<file path="src/rtl/ps2_rx_queue.sv">
// rtl/ps2_rx_queue.sv - PS/2 receiver folding E0/F0 prefixes into key events queued in an FWFT FIFO.
// Define PS2_PARITY_CHECK_EN to reject frames with bad odd parity.
module ps2_rx_queue #(
    parameter int SYNC_STAGES    = 3,
    parameter int FIFO_DEPTH     = 8,
    parameter int TIMEOUT_CYCLES = 100000,
    localparam int CW = $clog2(FIFO_DEPTH + 1),
    localparam int AW = $clog2(FIFO_DEPTH),
    localparam int TW = $clog2(TIMEOUT_CYCLES + 1)
) (
    input  logic          clk,
    input  logic          rst,
    input  logic          ps2_clk,
    input  logic          ps2_data,
    output logic [9:0]    out_data,
    output logic          out_valid,
    input  logic          out_ready,
    output logic [CW-1:0] fifo_count,
    output logic          overflow,
    output logic          frame_err
);

    typedef enum logic [1:0] {IDLE, DATA, PARITY, STOP} rx_state_t;

    logic [SYNC_STAGES-1:0] clk_sync, data_sync;
    logic                   clk_prev;
    logic                   fall, bit_in;

    always_ff @(posedge clk or posedge rst) begin
        if (rst) begin
            clk_sync  <= '1;
            data_sync <= '1;
            clk_prev  <= 1'b1;
        end else begin
            clk_sync  <= {clk_sync[SYNC_STAGES-2:0], ps2_clk};
            data_sync <= {data_sync[SYNC_STAGES-2:0], ps2_data};
            clk_prev  <= clk_sync[SYNC_STAGES-1];
        end
    end

    assign fall   = clk_prev & ~clk_sync[SYNC_STAGES-1];
    assign bit_in = data_sync[SYNC_STAGES-1];

    rx_state_t     state_q, state_d;
    logic [2:0]    idx_q, idx_d;
    logic [7:0]    shift_q, shift_d;
    logic [TW-1:0] tmo_q, tmo_d;
    logic          done_q, done_d;
    logic          ferr_q, ferr_d;
    logic          parity_ok;

`ifdef PS2_PARITY_CHECK_EN
    logic parity_q, parity_d;
    assign parity_ok = ^{shift_q, parity_q};
`else
    assign parity_ok = 1'b1;
`endif

    always_ff @(posedge clk or posedge rst) begin
        if (rst) begin
            state_q  <= IDLE;
            idx_q    <= '0;
            shift_q  <= '0;
            tmo_q    <= '0;
            done_q   <= 1'b0;
            ferr_q   <= 1'b0;
`ifdef PS2_PARITY_CHECK_EN
            parity_q <= 1'b0;
`endif
        end else begin
            state_q  <= state_d;
            idx_q    <= idx_d;
            shift_q  <= shift_d;
            tmo_q    <= tmo_d;
            done_q   <= done_d;
            ferr_q   <= ferr_d;
`ifdef PS2_PARITY_CHECK_EN
            parity_q <= parity_d;
`endif
        end
    end

    always_comb begin
        state_d  = state_q;
        idx_d    = idx_q;
        shift_d  = shift_q;
        tmo_d    = tmo_q;
        done_d   = 1'b0;
        ferr_d   = 1'b0;
`ifdef PS2_PARITY_CHECK_EN
        parity_d = parity_q;
`endif
        case (state_q)
            IDLE: begin
                tmo_d = '0;
                if (fall && !bit_in) begin
                    state_d = DATA;
                    idx_d   = '0;
                end
            end
            DATA: if (fall) begin
                shift_d = {bit_in, shift_q[7:1]};
                idx_d   = idx_q + 3'd1;
                if (idx_q == 3'd7) state_d = PARITY;
            end
            PARITY: if (fall) begin
`ifdef PS2_PARITY_CHECK_EN
                parity_d = bit_in;
`endif
                state_d = STOP;
            end
            STOP: if (fall) begin
                if (bit_in && parity_ok) done_d = 1'b1;
                else                     ferr_d = 1'b1;
                state_d = IDLE;
            end
            default: state_d = IDLE;
        endcase
        // Inactivity watchdog only runs while a frame is in progress.
        if (state_q != IDLE) begin
            if (fall) begin
                tmo_d = '0;
            end else if (tmo_q == TW'(TIMEOUT_CYCLES - 1)) begin
                state_d = IDLE;
                ferr_d  = 1'b1;
                tmo_d   = '0;
            end else begin
                tmo_d = tmo_q + 1'b1;
            end
        end
    end

    logic ext_q, rel_q;
    logic push_req;

    assign push_req = done_q && (shift_q != 8'hE0) && (shift_q != 8'hF0);

    always_ff @(posedge clk or posedge rst) begin
        if (rst) begin
            ext_q <= 1'b0;
            rel_q <= 1'b0;
        end else if (ferr_q) begin
            ext_q <= 1'b0;
            rel_q <= 1'b0;
        end else if (done_q) begin
            if (shift_q == 8'hE0) begin
                ext_q <= 1'b1;
            end else if (shift_q == 8'hF0) begin
                rel_q <= 1'b1;
            end else begin
                ext_q <= 1'b0;
                rel_q <= 1'b0;
            end
        end
    end

    logic [9:0]    mem [FIFO_DEPTH];
    logic [AW-1:0] wr_ptr, rd_ptr;
    logic [CW-1:0] count_q;
    logic          ovf_q;
    logic          full, pop, wr_en;

    assign full  = (count_q == CW'(FIFO_DEPTH));
    assign pop   = out_valid && out_ready;
    // A pop frees the slot in the same cycle, so a full FIFO still accepts.
    assign wr_en = push_req && (!full || pop);

    always_ff @(posedge clk) begin
        if (wr_en) mem[wr_ptr] <= {ext_q, rel_q, shift_q};
    end

    always_ff @(posedge clk or posedge rst) begin
        if (rst) begin
            wr_ptr  <= '0;
            rd_ptr  <= '0;
            count_q <= '0;
            ovf_q   <= 1'b0;
        end else begin
            if (wr_en) wr_ptr <= wr_ptr + 1'b1;
            if (pop)   rd_ptr <= rd_ptr + 1'b1;
            count_q <= count_q + CW'(wr_en) - CW'(pop);
            ovf_q   <= push_req && full && !pop;
        end
    end

    assign out_valid  = (count_q != '0);
    assign out_data   = out_valid ? mem[rd_ptr] : '0;
    assign fifo_count = count_q;
    assign overflow   = ovf_q;
    assign frame_err  = ferr_q;

endmodule

</file>
<file path="config.mk">
export PLATFORM = sky130hd
export DESIGN_NAME = ps2_rx_queue
export DESIGN_NICKNAME = d
export VERILOG_FILES = /design/src/rtl/ps2_rx_queue.sv
export SDC_FILE = /design/constraint.sdc
export NUM_CORES = 1
export LEC_CHECK = 0
export CAP_MARGIN = 20
export CORE_ASPECT_RATIO = 0.7
export CORE_MARGIN = 2
export CORE_UTILIZATION = 45
export DETAILED_ROUTE_END_ITERATION = 16
export PLACE_DENSITY_LB_ADDON = 0.3
export SYNTH_ARGS = -nofsm -noshare
export SYNTH_HDL_FRONTEND = slang
export SYNTH_SLANG_ARGS = --single-unit
</file>
<file path="constraint.sdc">
create_clock -name clk -period 4.9 [get_ports clk]
set_clock_uncertainty 0.1 [all_clocks]
set_input_delay 0.735 -clock clk [delete_from_list [all_inputs] [get_ports clk]]
set_output_delay 0.735 -clock clk [all_outputs]
set_load 0.01 [all_outputs]
</file>
# Yosys cells after proc, flatten, opt, wreduce, memory -nomap -nowiden
# Memories as Yosys holds them, arrays and structs flattened.
# Cells that the tools add are included.
# op_classes
add_sub_neg,6
n_eq_ne,14
n_mux,36
n_bitwise,2
reduce_logical,21
# ops
cell,count
2-to-1 mux 17 bit,4
2-to-1 mux 1 bit,19
adder 17 x 1 -> 17 bit (second input constant),1
== test 17 bit (second input constant),1
== test 8 bit (second input constant),2
2-to-1 mux 2 bit,8
!= test 8 bit (second input constant),2
2-to-1 mux 10 bit,1
adder 3 x 1 -> 3 bit (second input constant),3
one-hot mux 2 bit (4 select lines),1
nonzero test 2 bit,4
logical AND 1 bit,7
2-to-1 mux 3 bit,2
!= test 2 bit (second input constant),3
one-hot mux 3 bit (2 select lines),1
AND reduction 2 bit,3
adder 4 x 1 -> 4 bit,1
== test 2 bit (second input constant),2
== test 4 bit (second input constant),1
nonzero test 4 bit,1
subtractor 4 x 1 -> 4 bit,1
== test 3 bit (second input constant),1
zero test 1 bit,3
!= test 3 bit (second input constant),1
other kinds (6),6
# word_totals
register_bits,52
ramBits,80
memories,1
# memory_table
name,words,word_bits,rd,rd_ports_with_merged_regs,write_ports,line_no,source
mem,8,10,1,0,1,157,logic [9:0] mem [FIFO_DEPTH];

# Logic depth before layout (Yosys ltp)
# logic_depth
ltp_word,8
ltp_mapped,10
depth_no_buf,10

# Worst setup path after synthesis
# Ideal clock, no wire load.
# synth_timing
kind,in2reg
startpoint,input out_ready
endpoint,memory mem[1][0] (enable)
setup_ns,0.390
arrival_ns,2.099
required_ns,4.410
path_slack_ns,2.311
cell_stages,4
path_buffers,0
cell_sequence,and2b_1 -> o221ai_4 -> or2_2 -> nor3_1
# synth_via
elab_chain_len,5
# synth_rtl
item,line_no,source
from (decl),17,"input logic out_ready,"
logical AND 1 bit,164,assign pop = out_valid && out_ready;
logical OR 1 bit,166,assign wr_en = push_req && (!full || pop);
logical AND 1 bit,166,
2-to-1 mux 1 bit,169,"if (wr_en) mem[wr_ptr] <= {ext_q, rel_q, shift_q};"
2-to-1 mux 1 bit (implied by the code),169,
to (decl),157,
# Every way passes these cells.

# Worst setup path in the final report
# layout_timing
startpoint,register rd_ptr[1]
endpoint,output out_data[4]
# layout_via
elab_chain_len,2
# layout_rtl
item,line_no,source
from (decl),158,"logic [AW-1:0] wr_ptr, rd_ptr;"
from (signal assigned),180,if (pop) rd_ptr <= rd_ptr + 1'b1;
memory read (8 x 10 bit),--,
2-to-1 mux 10 bit,187,assign out_data = out_valid ? mem[rd_ptr] : '0;
to (decl),15,"output logic [9:0] out_data,"
# Every way passes these cells.

==> qor.yml <==
outcome:
  status: "finished, final reports clean"
synthesis:
  synth_top_area_share_pct: 44.05
  syn_inst: 341
  synth_cell_types: 44
  async_flop_share_pct: 39.39
  syn_avg_cell_area_um2: 15.99
  synth_fp_nets: 357
  yosysWarnings: 0
  synth_area_mm2: 0.005454
  synth_area_leaders: "edfxtp_1, dfrtp_1, mux4_2"
  ys_seq_area_share_pct: 68.07
  synth_edf_count: 80
  ys_ff_latch: 132
  yosys.area.top_type: "edfxtp_1"
  ys.flop_type: "edfxtp_1"
floorplan:
  coreArea_mm2: 0.01177
  fp.dieArea_mm2: 0.01303
  die_w_um: 135.6
  num_rows: 33
  initial_core_util_pct: 46.35
  io_pins: 22
  die_height_um: 96.11
worst_setup_path:
  required_ps: 4070
  worst_path_largest_cell_delay_ps: 1000
  critPathLaunchType: "flip-flop"
  critPathCaptureType: "output port"
  path_class: "reg2out"
  crit_chain: "mux4_2 -> mux2i_1 -> nor2_1 -> clkdlybuf4s50_1"
  cp_num_buf_inv: 1
  slowest_stage: "dfrtp_1"
  rrSetupSlack_ps: 2220
  cp_top_family: "flip-flops"
  crit_arrival_ps: 2630
  cp_max_fo: 22
placement:
  hpwlAfterDp_um: 5981
  placedCellCount: 513
  io_buffers: 21
  gp_congestion: 0.7543
grt:
  grt_pass1_wl_um: 15930
  track_usage_pct: 16.88
  grt_overflow_total: 0
  grt_pass1_vias: 2940
  grt_max_degree: 53
  antenna_found_initial: 0
power:
  vdd_drop_max_v: 0.0004237
  power_leakage_uw: 0.002404
  p_per_area_mw_per_mm2: 548.9
clock_tree:
  tritoncts: "built"
  cts_sinks: 132
  cts_hold_buf: 0
  cts-root-buf: "clkbuf_16"
  htree_levels: 4
  cts_resized: 0
  clock_path_buffers: 2
  post-cts-setup-buffer-count: 0
  cts_buffers: 17
  path_clk_slew_ps: 50
  clock_latency_ps: 410
sta:
  grt_setup_unrepaired: "no"
  slew_headroom_pct: 31.91
  fmax_ghz: 0.2883
  holdWs_ps: 254.1
  worst_pin_slew_ps: 1018
  layout_min_cycle_time_ps: 3469
  finalSetupViolations: 0
  finalCritPeriodShare_pct: 70.79
  setup_tns_ps: 0
  slew_violations: 0
  finalHoldViolCount: 0
route:
  vias_per_cell: 5.289
  wire_per_inst_um: 17.67
  totalWireLength_um: 9648
  vias: 2888
  dr.pass1.iters: 4
  drc_errors: 0
  drt_iter0_markers: 264
  ant_nets: 0
finish:
  syn_to_final_growth_pct: 17.46
  final_net_count: 392
  antennaDiodeCount: 0
  fin_util_pct: 54.44
  nFillCells: 929
  layoutNonFillerInstCount: 546
  drive_gt1_share_pct: 20.82
min_path:
  hold_path.class: "reg2reg"
job:
  maxCapViolCount: 0
## cell type report
cell class | count | area, µm² | share of cell area (%)
Clock buffer | 18 | 429.2 | 6.699
Clock inverter | 14 | 136.4 | 2.129
Inverter | 11 | 41.29 | 0.6445
Multi-Input combinational cell | 185 | 1620 | 25.29
Sequential cell | 132 | 3712 | 57.95
Tap cell | 157 | 196.4 | 3.066
Timing Repair Buffer | 29 | 270.3 | 4.219
## final timing paths
check,from,endpoint,depth (start not counted)
setup / recovery,rd_ptr[1]$_DFFE_PP0N_,out_data[4],4
hold / removal,clk_sync[1]$_DFF_PP1_,clk_sync[2]$_DFF_PP1_,0
setup reg to reg,shift_q[5]$_DFFE_PP0P_,fifo_count[3]$_DFF_PP0_,7
hold reg to reg,clk_sync[1]$_DFF_PP1_,clk_sync[2]$_DFF_PP1_,0
max in group asynchronous,rst,idx_q[1]$_DFFE_PP0P_,3
min in group asynchronous,rst,fifo_count[0]$_DFF_PP0_,3
## power breakdown
part / switching (µW) / total [µW] / internal, µW
Sequential: 189 / 1530 / 1340
Clock: 458 / 1200 / 743
Combinational: 336 / 784 / 449
## layer usage
metal	up-vias	track usage, %	wire length, µm
met5	-	0	0
met4	0	4.167	59
met3	4	5.213	580
met2	74	24.71	4414
met1	1468	24.79	4593
li1	1342	-	-
## registers in the layout (all words and copies together) (netlist names), 2 cells and up
name	count
fifo_count	4
wr_ptr	3
shift_q	8
rd_ptr	3
idx_q	3
clk_sync	3
state_q	2
tmo_q	17
mem	80
data_sync	3
## cell usage in the layout, fill, tap and decap left out, types with 2 or more instances in the layout
| cell type | netlist | layout |
|---|---|---|
| clkinvlp_4 | 0 | 4 |
| and4_1 | 4 | 4 |
| o21ai_0 | 7 | 7 |
| edfxtp_1 | 80 | 80 |
| xor2_1 | 15 | 15 |
| clkinv_1 | 0 | 4 |
| or3_1 | 4 | 4 |
| a21o_1 | 3 | 3 |
| a22o_1 | 2 | 2 |
| clkbuf_16 | 0 | 17 |
| dfstp_2 | 7 | 7 |
| mux2_2 | 9 | 9 |
| mux4_2 | 20 | 20 |
| ha_1 | 10 | 10 |
| buf_4 | 3 | 8 |
| inv_6 | 0 | 2 |
| clkdlybuf4s50_1 | 0 | 21 |
| xnor2_1 | 3 | 3 |
| nand2b_1 | 6 | 6 |
| and2_1 | 2 | 2 |
| a21oi_1 | 6 | 6 |
| nor3_1 | 4 | 4 |
| nand3_1 | 6 | 6 |
| nand2_1 | 12 | 12 |
| nor2_1 | 38 | 38 |
| mux2i_1 | 10 | 10 |
| dfrtp_1 | 45 | 45 |
| inv_1 | 11 | 10 |
| nand4_1 | 6 | 6 |
| bufinv_16 | 0 | 2 |
| nand3_2 | 2 | 2 |
## cell usage after synthesis (all sizes together), types with 3 or more instances
cell type	number
a21o	3
a21oi	7
and4	4
buf	9
clkbuf	4
dfrtp	45
dfstp	7
edfxtp	80
ha	10
inv	11
mux2	10
mux2i	10
mux4	20
nand2	12
nand2b	6
nand3	8
nand4	7
nor2	38
nor3	4
o21ai	7
or3	4
xnor2	3
xor2	15
## cells by family (layout without fill, tap and decap cells)
logic type      count (synthesis)  in the layout  synth area share (%)
flops                         132            132                 68.07
buf+inv                        24             72                 2.225
xor+xnor                       18             18                 2.891
simple gates                   94             94                 9.177
mux                            40             40                 12.16
compound gates                 22             22                 2.822
fa+ha+maj                      11             11                 2.661
## metrics by stage
step / setup WS (ps) / power (µW) / cell area, µm²
finish: 1431 / 3516 / 6406
global route: 1297 / 3719 / 6406
CTS: 1416 / 3559 / 6399
detailed placement: 1641 / 2352 / 5833
global placement: 1727 / 2334 / 5833
floorplan: 2311 / 2031 / 5454
No activity file was read; power rests on OpenSTA's default activity.
